--- config.mk ---
export PLATFORM = sky130hd
export DESIGN_NAME = decoder_scan
export DESIGN_NICKNAME = d
export VERILOG_FILES = /design/src/rtl/decoder_pkg.sv /design/src/rtl/decoder_scan_tick_gen.sv /design/src/rtl/decoder_scan.sv
export SDC_FILE = /design/constraint.sdc
export NUM_CORES = 1
export LEC_CHECK = 0
export CORE_MARGIN = 2
export CORE_UTILIZATION = 51
export CTS_CLUSTER_DIAMETER = 150
export CTS_CLUSTER_SIZE = 24
export DETAILED_ROUTE_END_ITERATION = 16
export PLACE_DENSITY = 0.77
export REMOVE_ABC_BUFFERS = 1
export SYNTH_ARGS = -nofsm -noshare
export SYNTH_HDL_FRONTEND = slang
export SYNTH_SLANG_ARGS = --single-unit
--- constraint.sdc ---
create_clock -name clka -period 1.77 [get_ports clka]
set_clock_uncertainty 0.1 [all_clocks]
set_input_delay 0.354 -clock clka [delete_from_list [all_inputs] [get_ports clka]]
set_output_delay 0.354 -clock clka [all_outputs]
set_load 0.01 [all_outputs]
--- src/rtl/decoder_pkg.sv ---
// rtl/decoder_pkg.sv - shared types, constants and one-hot decode for decoder_scan
//   state_t     : IDLE / DIRECT / SCAN operating states
//   MODE_*      : values of the Mode input
//   DEFAULT_*   : default SEL_W and DIV for decoder_scan
//   onehot()    : index (up to 8 bits) to one-hot, MAX_OUT_W wide; callers cast down
package decoder_pkg;

  typedef enum logic [1:0] {
    IDLE   = 2'd0,
    DIRECT = 2'd1,
    SCAN   = 2'd2
  } state_t;

  localparam logic MODE_DIRECT = 1'b0;
  localparam logic MODE_SCAN   = 1'b1;

  localparam int DEFAULT_SEL_W = 3;
  localparam int DEFAULT_DIV   = 4;

  // Widest decode supported (SEL_W up to 8).
  localparam int MAX_OUT_W = 256;

  function automatic logic [MAX_OUT_W-1:0] onehot(input logic [7:0] idx);
    logic [MAX_OUT_W-1:0] r;
    r      = '0;
    r[idx] = 1'b1;
    return r;
  endfunction

endpackage

--- src/rtl/decoder_scan_tick_gen.sv ---
// rtl/decoder_scan_tick_gen.sv - scan prescaler producing one tick every DIV enabled clocks
//   clka : clock            rst : sync active-high reset
//   clr  : restart count    en  : count enable (count frozen when low)
//   tick : high for the enabled cycle in which the count sits at DIV-1
module tick_gen #(
  parameter int DIV = 4
) (
  input  logic clka,
  input  logic rst,
  input  logic clr,
  input  logic en,
  output logic tick
);

  logic [7:0] cnt;

  // Combinational off the registered count so the owner acts on the same edge
  // that wraps the count back to zero.
  assign tick = en && (cnt == 8'(DIV - 1));

  always_ff @(posedge clka) begin
    if (rst || clr) begin
      cnt <= '0;
    end else if (en) begin
      cnt <= tick ? 8'd0 : cnt + 8'd1;
    end
  end

endmodule

--- src/rtl/decoder_scan.sv ---
// rtl/decoder_scan.sv - registered one-hot decoder with direct and auto-scan modes
//   clka : clock                       rst  : sync active-high reset
//   E    : enable (low blanks Out, freezes scan)
//   Mode : 0 direct decode of In, 1 auto-scan starting at In
//   In   : SEL_W select / scan start   Out  : OUT_W one-hot or zero
//   Idx  : index currently driven      Wrap : one-cycle pulse on Idx OUT_W-1 -> 0
//   Build option DECODER_SCAN_BLANK_EN: one all-zero Out cycle after every scan step.
//   SEL_W range 1..8, DIV range 1..255.
module decoder_scan
  import decoder_pkg::*;
#(
  parameter int SEL_W = DEFAULT_SEL_W,
  parameter int DIV   = DEFAULT_DIV
) (
  input  logic                  clka,
  input  logic                  rst,
  input  logic                  E,
  input  logic                  Mode,
  input  logic [SEL_W-1:0]      In,
  output logic [2**SEL_W-1:0]   Out,
  output logic [SEL_W-1:0]      Idx,
  output logic                  Wrap
);

  localparam int OUT_W = 2**SEL_W;

  state_t           state;
  logic             scan_hold;
  logic             pre_clr;
  logic             pre_en;
  logic             tick;
  logic [SEL_W-1:0] idx_next;

  // Already scanning and staying in scan on this edge.
  assign scan_hold = E && (Mode == MODE_SCAN) && (state == SCAN);
  // Prescaler restarts on any enabled edge that is not a continuing scan;
  // with E low it neither counts nor clears (frozen).
  assign pre_clr   = E && !scan_hold;
  assign idx_next  = Idx + SEL_W'(1);

`ifdef DECODER_SCAN_BLANK_EN
  logic blank;
  // Prescaler pauses during the blank cycle so a step spans DIV+1 clocks.
  assign pre_en = scan_hold && !blank;
`else
  assign pre_en = scan_hold;
`endif

  tick_gen #(.DIV(DIV)) u_tick (
    .clka (clka),
    .rst  (rst),
    .clr  (pre_clr),
    .en   (pre_en),
    .tick (tick)
  );

  always_ff @(posedge clka) begin
    if (rst) begin
      state <= IDLE;
      Out   <= '0;
      Idx   <= '0;
      Wrap  <= 1'b0;
`ifdef DECODER_SCAN_BLANK_EN
      blank <= 1'b0;
`endif
    end else begin
      Wrap  <= 1'b0;
`ifdef DECODER_SCAN_BLANK_EN
      blank <= 1'b0;
`endif
      if (!E) begin
        state <= IDLE;
        Out   <= '0;
      end else if (Mode == MODE_DIRECT) begin
        state <= DIRECT;
        Idx   <= In;
        Out   <= OUT_W'(onehot(8'(In)));
      end else if (state != SCAN) begin
        state <= SCAN;
        Idx   <= In;
        Out   <= OUT_W'(onehot(8'(In)));
      end else begin
`ifdef DECODER_SCAN_BLANK_EN
        if (blank) begin
          Out <= OUT_W'(onehot(8'(Idx)));
        end else if (tick) begin
          Idx   <= idx_next;
          Out   <= '0;
          blank <= 1'b1;
          Wrap  <= &Idx;
        end
`else
        if (tick) begin
          Idx  <= idx_next;
          Out  <= OUT_W'(onehot(8'(idx_next)));
          Wrap <= &Idx;
        end
`endif
      end
    end
  end

endmodule

==> metrics.txt <==
initial antenna violation count 0; crit path time final about 1.7 ns; Post-synth EDFFs 0; Synth top area share 39.7%; Max transition margin 79.0%; final HPWL from detailed placement 2.10 mm; Async SR Flop Fraction 0%; total CTS buffers 3; leakage power 0.000595 uW; Total Power roughly 950 uW; CP startpoint u_tick.cnt[0]; Setup WS pre-CTS -0.304 ns; Layout area overhead 37.2%; synthesized instance count 127; nets roughly 180; vias about 1100; Root Buffer clkbuf_4; Core Area 2000 um^2; worst reg2reg endpoint Out[0]; Die Ht 50.7 um; RSZ-0062 raised after global routing yes; num ports 19; Buf/Inv on CP 1; global route total overflow 0; die area 2570 um^2; Mapped Area 1110 um^2; top_reg_cell synth dfxtp_1; CTS tree yes; DR DRC count 0; drt pass-1 iters 4; Power Density 624 nW/um^2; path length in cells of the critical path 6; Avg WL per Cell 14.6 um; status completed; Hold Path Origin Out[5]; Yosys top cell by area dfxtp_1; ANT cells 0; WHS 0.358 ns; ANT nets after route 0; final wirelength between 2 and 3 mm; Reg2Reg Setup Slack roughly 0.046 ns; CP endpoint Out[0]; detail-routed via count per cell 5.71; worst r2r path cells 6; Hold Violations, Final 0; Tot GR Track Use 23.8%; max cap viols 0; Max Clk Rate 0.580 GHz; global-route wire length before repair 4.59 mm; CP Launch Type flop; clk_lat worst skew around 0.32 ns; share of layout cells above drive strength 1 between 20% and 30%; Mapped Avg Cell Area a little under 9 um^2; Die W 50.7 um; 1st-iter DRT viols 52; CP Data Arrival Time 1.84 ns; # port buffers 18; Critical Path RT 1.89 ns; CP max FO 4; reg2reg start u_tick.cnt[0]; Final setup viols 0; final worst setup slack 0.0465 ns; Sink Count 22; # rows 16; Crit Path Class reg -> reg; cell with the most instances after synthesis dfxtp_1; CTS H-tree depth 1; Yosys cell types 39; Resize count post-CTS 2; pin count of the biggest net entering global routing 13; Crit-path slowest cell dfxtp_1; # Post-CTS Setup Buffers 0; FILL cells around 150; hold crit path type reg -> reg; crit-path cells ha_1 > nor4b_2 > buf_4 > and4_4 > and4b_1 > a221o_1; final setup TNS 0 ns; measured slew at the worst slew-check pin roughly 0.31 ns; Peak VDD IR 0.483 mV; clock buffer depth 2; synth cell count leaders 22 x dfxtp_1, 16 x nor2_1, 10 x nand2_1; vias in the first global route 1015; Initial Utilization 55.4%; clk slew on worst S/H paths 0.12 ns; CP top delay family simple AND/OR/NAND/NOR gates; Area contributors post-synth dfxtp_1 40%, nor2_1 5.4%, xnor2_1 3.9%; RD Place Congestion approximately 0.85; max-slew violations 0; Worst Setup End Kind flop; hold_buf cts 0; flops & latches, synth 22; Synth Warn # 0; final period utilization 97.4%; register area share after synthesis 39.7%; max incr delay on CP around 0.33 ns
==> tightest hold or removal path: cells and delay by family, from the launching register on <==
kind	cells	cell delay, ns
AO/OA/AOI/OAI	1	0.05
flip-flops	1	0.33
AND/OR/NAND/NOR	1	0.05
==> per-layer routing <==
metal / share of wire [%] / GRT usage, % / wire length (um)
met1: 44 / 31.9 / 1230
met2: 48 / 39.0 / 1350
met3: 5.7 / 3.57 / 159
met4: 2.0 / 8.11 / 55
met5: 0 / 0 / 0
==> registers in the layout, indices dropped and copies added, names as in the netlist <==
register    cells
state           2
u_tick.cnt      8
Wrap            1
Idx             3
Out             8
==> cells by family (layout without fill, tap and decap cells) <==
family | after synthesis | in the layout | share of synthesized area [%]
and+or+nand+nor | 65 | 65 | 34.3
DFF | 22 | 22 | 39.7
AOI/OAI and AO/OA | 20 | 20 | 13.3
buffers and inverters | 10 | 47 | 3.83
xor gates and xnor gates | 7 | 7 | 5.52
adders and majority gates | 3 | 3 | 3.38
==> where the power goes <==
part	total [uW]	internal, uW	switching (uW)
registers	515	507	8.03
logic	154	75.3	78.3
clock network	282	126	156
==> per-stage QoR <==
step / instances / instance area (um^2) / util, %
3_5_place_dp: 187 / 1460 / 72.8
6_report: 191 / 1520 / 76.1
2_1_floorplan: 120 / 1080 / -
3_3_place_gp: 187 / 1460 / 72.8
5_1_grt: 191 / 1520 / 76.1
4_1_cts: 191 / 1500 / 74.9
==> placed cells by master, fill, tap and decap left out, types with 3 or more instances in the layout <==
master           Yosys  final
nor2b_1              3      3
clkbuf_4             0      3
a21oi_1              5      5
dfxtp_1             22     22
clkdlybuf4s50_1      0     16
inv_1                3      3
buf_4                0     22
nor4_2               2      3
xnor2_1              5      5
nor3_1               8      8
nor2_1              16     16
nand3_1              6      6
nand2_1             10     10
ha_1                 3      3
==> worst min path at each step <==
stage	slack, ns	endpoint	cells past startpoint
6_report	0.36	Out[5]	2
4_1_cts	0.36	Out[5]	2
3_5_place_dp	0.35	Out[5]	2
2_1_floorplan	0.33	Idx[0]	1
3_3_place_gp	0.34	Out[5]	2
5_1_grt	0.40	Out[5]	2
==> cell type report <==
class | count | area [um^2] | share of cell area (%)
tap | 27 | 33.8 | 2.22
sequential | 22 | 440 | 28.9
inverter | 3 | 11.3 | 0.740
clock buffer | 4 | 36.3 | 2.38
timing repair buffer | 40 | 347 | 22.8
multi-input combinational | 95 | 654 | 43.0
(Power assumes the default switching activity.)
==> RTL change (config.mk and constraints unchanged) <==
Encoding of `state_t`: now one-hot (3 bits for 3 states).
--- a/src/rtl/decoder_pkg.sv
+++ b/src/rtl/decoder_pkg.sv
@@ -7,6 +7,6 @@
 
-  typedef enum logic [1:0] {
-    IDLE   = 2'd0,
-    DIRECT = 2'd1,
-    SCAN   = 2'd2
+  typedef enum logic [2:0] {
+    IDLE   = 3'b001,
+    DIRECT = 3'b010,
+    SCAN   = 3'b100
   } state_t;
Function: same outputs for any inputs over 10 cycles, from zero or initial values and one cycle with rst high; not proved beyond that.
==> RTL change against the original RTL <==
- the flow now finishes with violations (negative setup slack)
- routed wire length rose by 23%
- hold slack improved by 0.031 ns
- largest cell class unchanged
- clock power is 8.2% lower
- highest routed layer unchanged
- power decreased by 0.37%
- sequential cell count is 1 higher
- die area increased by 8.4%
- synthesized area up 9.1%
- cell area rose by 10%
- worst setup slack got worse by 0.17 ns
- sequential share of layout area down 1.3 points
- synthesized cell count grew 2.4%
==> RTL change: results <==
[global_route]
grtUsageMet1_pct = 31.3
grt_pass1_wl_um = 5150
grt_antenna_before_repair = 0
grt_max_degree = 14
grt_pass1_vias = 1159
met2_usage_pct = 45.0
met3_usage_pct = 4.57

[placed_design]
dp_cells = 197
pre_cts_ws_ns = -0.353
placed_area_um2 = 1550
dp_hpwl_um = 2380
place.gp.congestion = 0.892

[clocking]
postCtsResizedCells = 10
cts_setup_buffers = 1
path_clk_slew_ns = 0.14
clk_latency_ns = 0.33

[sta]
worst_slack_ns = -0.124
maxSlewHeadroom_pct = 72.8
holdWs_ns = 0.389
finalSetupViolations = 12
tns_ns = -0.583

[setup_path]
arrival_ns = 2.06
startpoint = u_tick.cnt[1]
max_stage_delay_ns = 0.52
cp_slowest_cell = or4b_4

[finish]
nNonClkBuffers = 53
multi_input_area_share_pct = 40.6
fin_nets = 189
seq_cells = 23
reg.largest.list = Out x8, u_tick.cnt x8
inverters_excl_clock = 5
nonClkBufAreaFrac_pct = 27.0
multi_input_area_um2 = 679
fillers = 166
clockBufferCount = 3
final_cells = 206
multi_input_cells = 93
seq_share_pct = 27.6
clock_area_share_pct = 1.64
drive_above_1_share_pct = 32.0

[status]
violations = negative setup slack
status = finished, violations left

[logic_synthesis]
yosysSeqAreaShare_pct = 38.0
synthTopCellsByCount = dfxtp_1, nor2_1, a21oi_1
syn_avg_cell_area_um2 = 9.32
ys_types = 41

[floorplan]
die_x_um = 52.7

[power]
leakage_uw = 0.000658
swShare_pct = 27.2
p_per_area_nw_per_um2 = 565
p_comb_share_pct = 16.0
ir_worst_vdd_v = 0.000592

[worst_hold_path]
worstHoldStart = E
hold_depth = 4
holdCritPathClass = in -> reg

[detailed_routing]
drt_iter0_drc = 38
dr.pass1.iters = 4
vias_per_cell = 5.92
wl_um = 3430
## RTL change: cell types whose count changed after synthesis, moves of 3 or more
cell,unedited run,this run
nand4_1,2,5
nor2b_1,3,0
clkbuf_8,0,3
a21oi_1,5,10
xnor2_1,5,0
buf_2,3,0
a311oi_1,2,5
nor2_1,16,13
buf_6,0,3
## RTL change: metal layers
layer / vias to the layer above / part of all wire, %
met1: 578 / 42
met5: - / 0
met4: 0 / 1.6
met3: 9 / 5.2
li1: 586 / -
met2: 46 / 51
## RTL change: logic make-up after synthesis
family	count (synthesis)	share of synthesized area, %
AO/OA/AOI/OAI	28	17.0
XOR/XNOR	4	2.89
adder cells (fa/ha/maj)	3	3.10
buffers and inverters	14	9.61
flip-flops	23	38.0
AND/OR/NAND/NOR	58	29.3
## RTL change: worst paths after layout
path,to
min reg2reg,Out[5]
max reg2reg,Out[2]
max,Out[2]
min,u_tick.cnt[1]
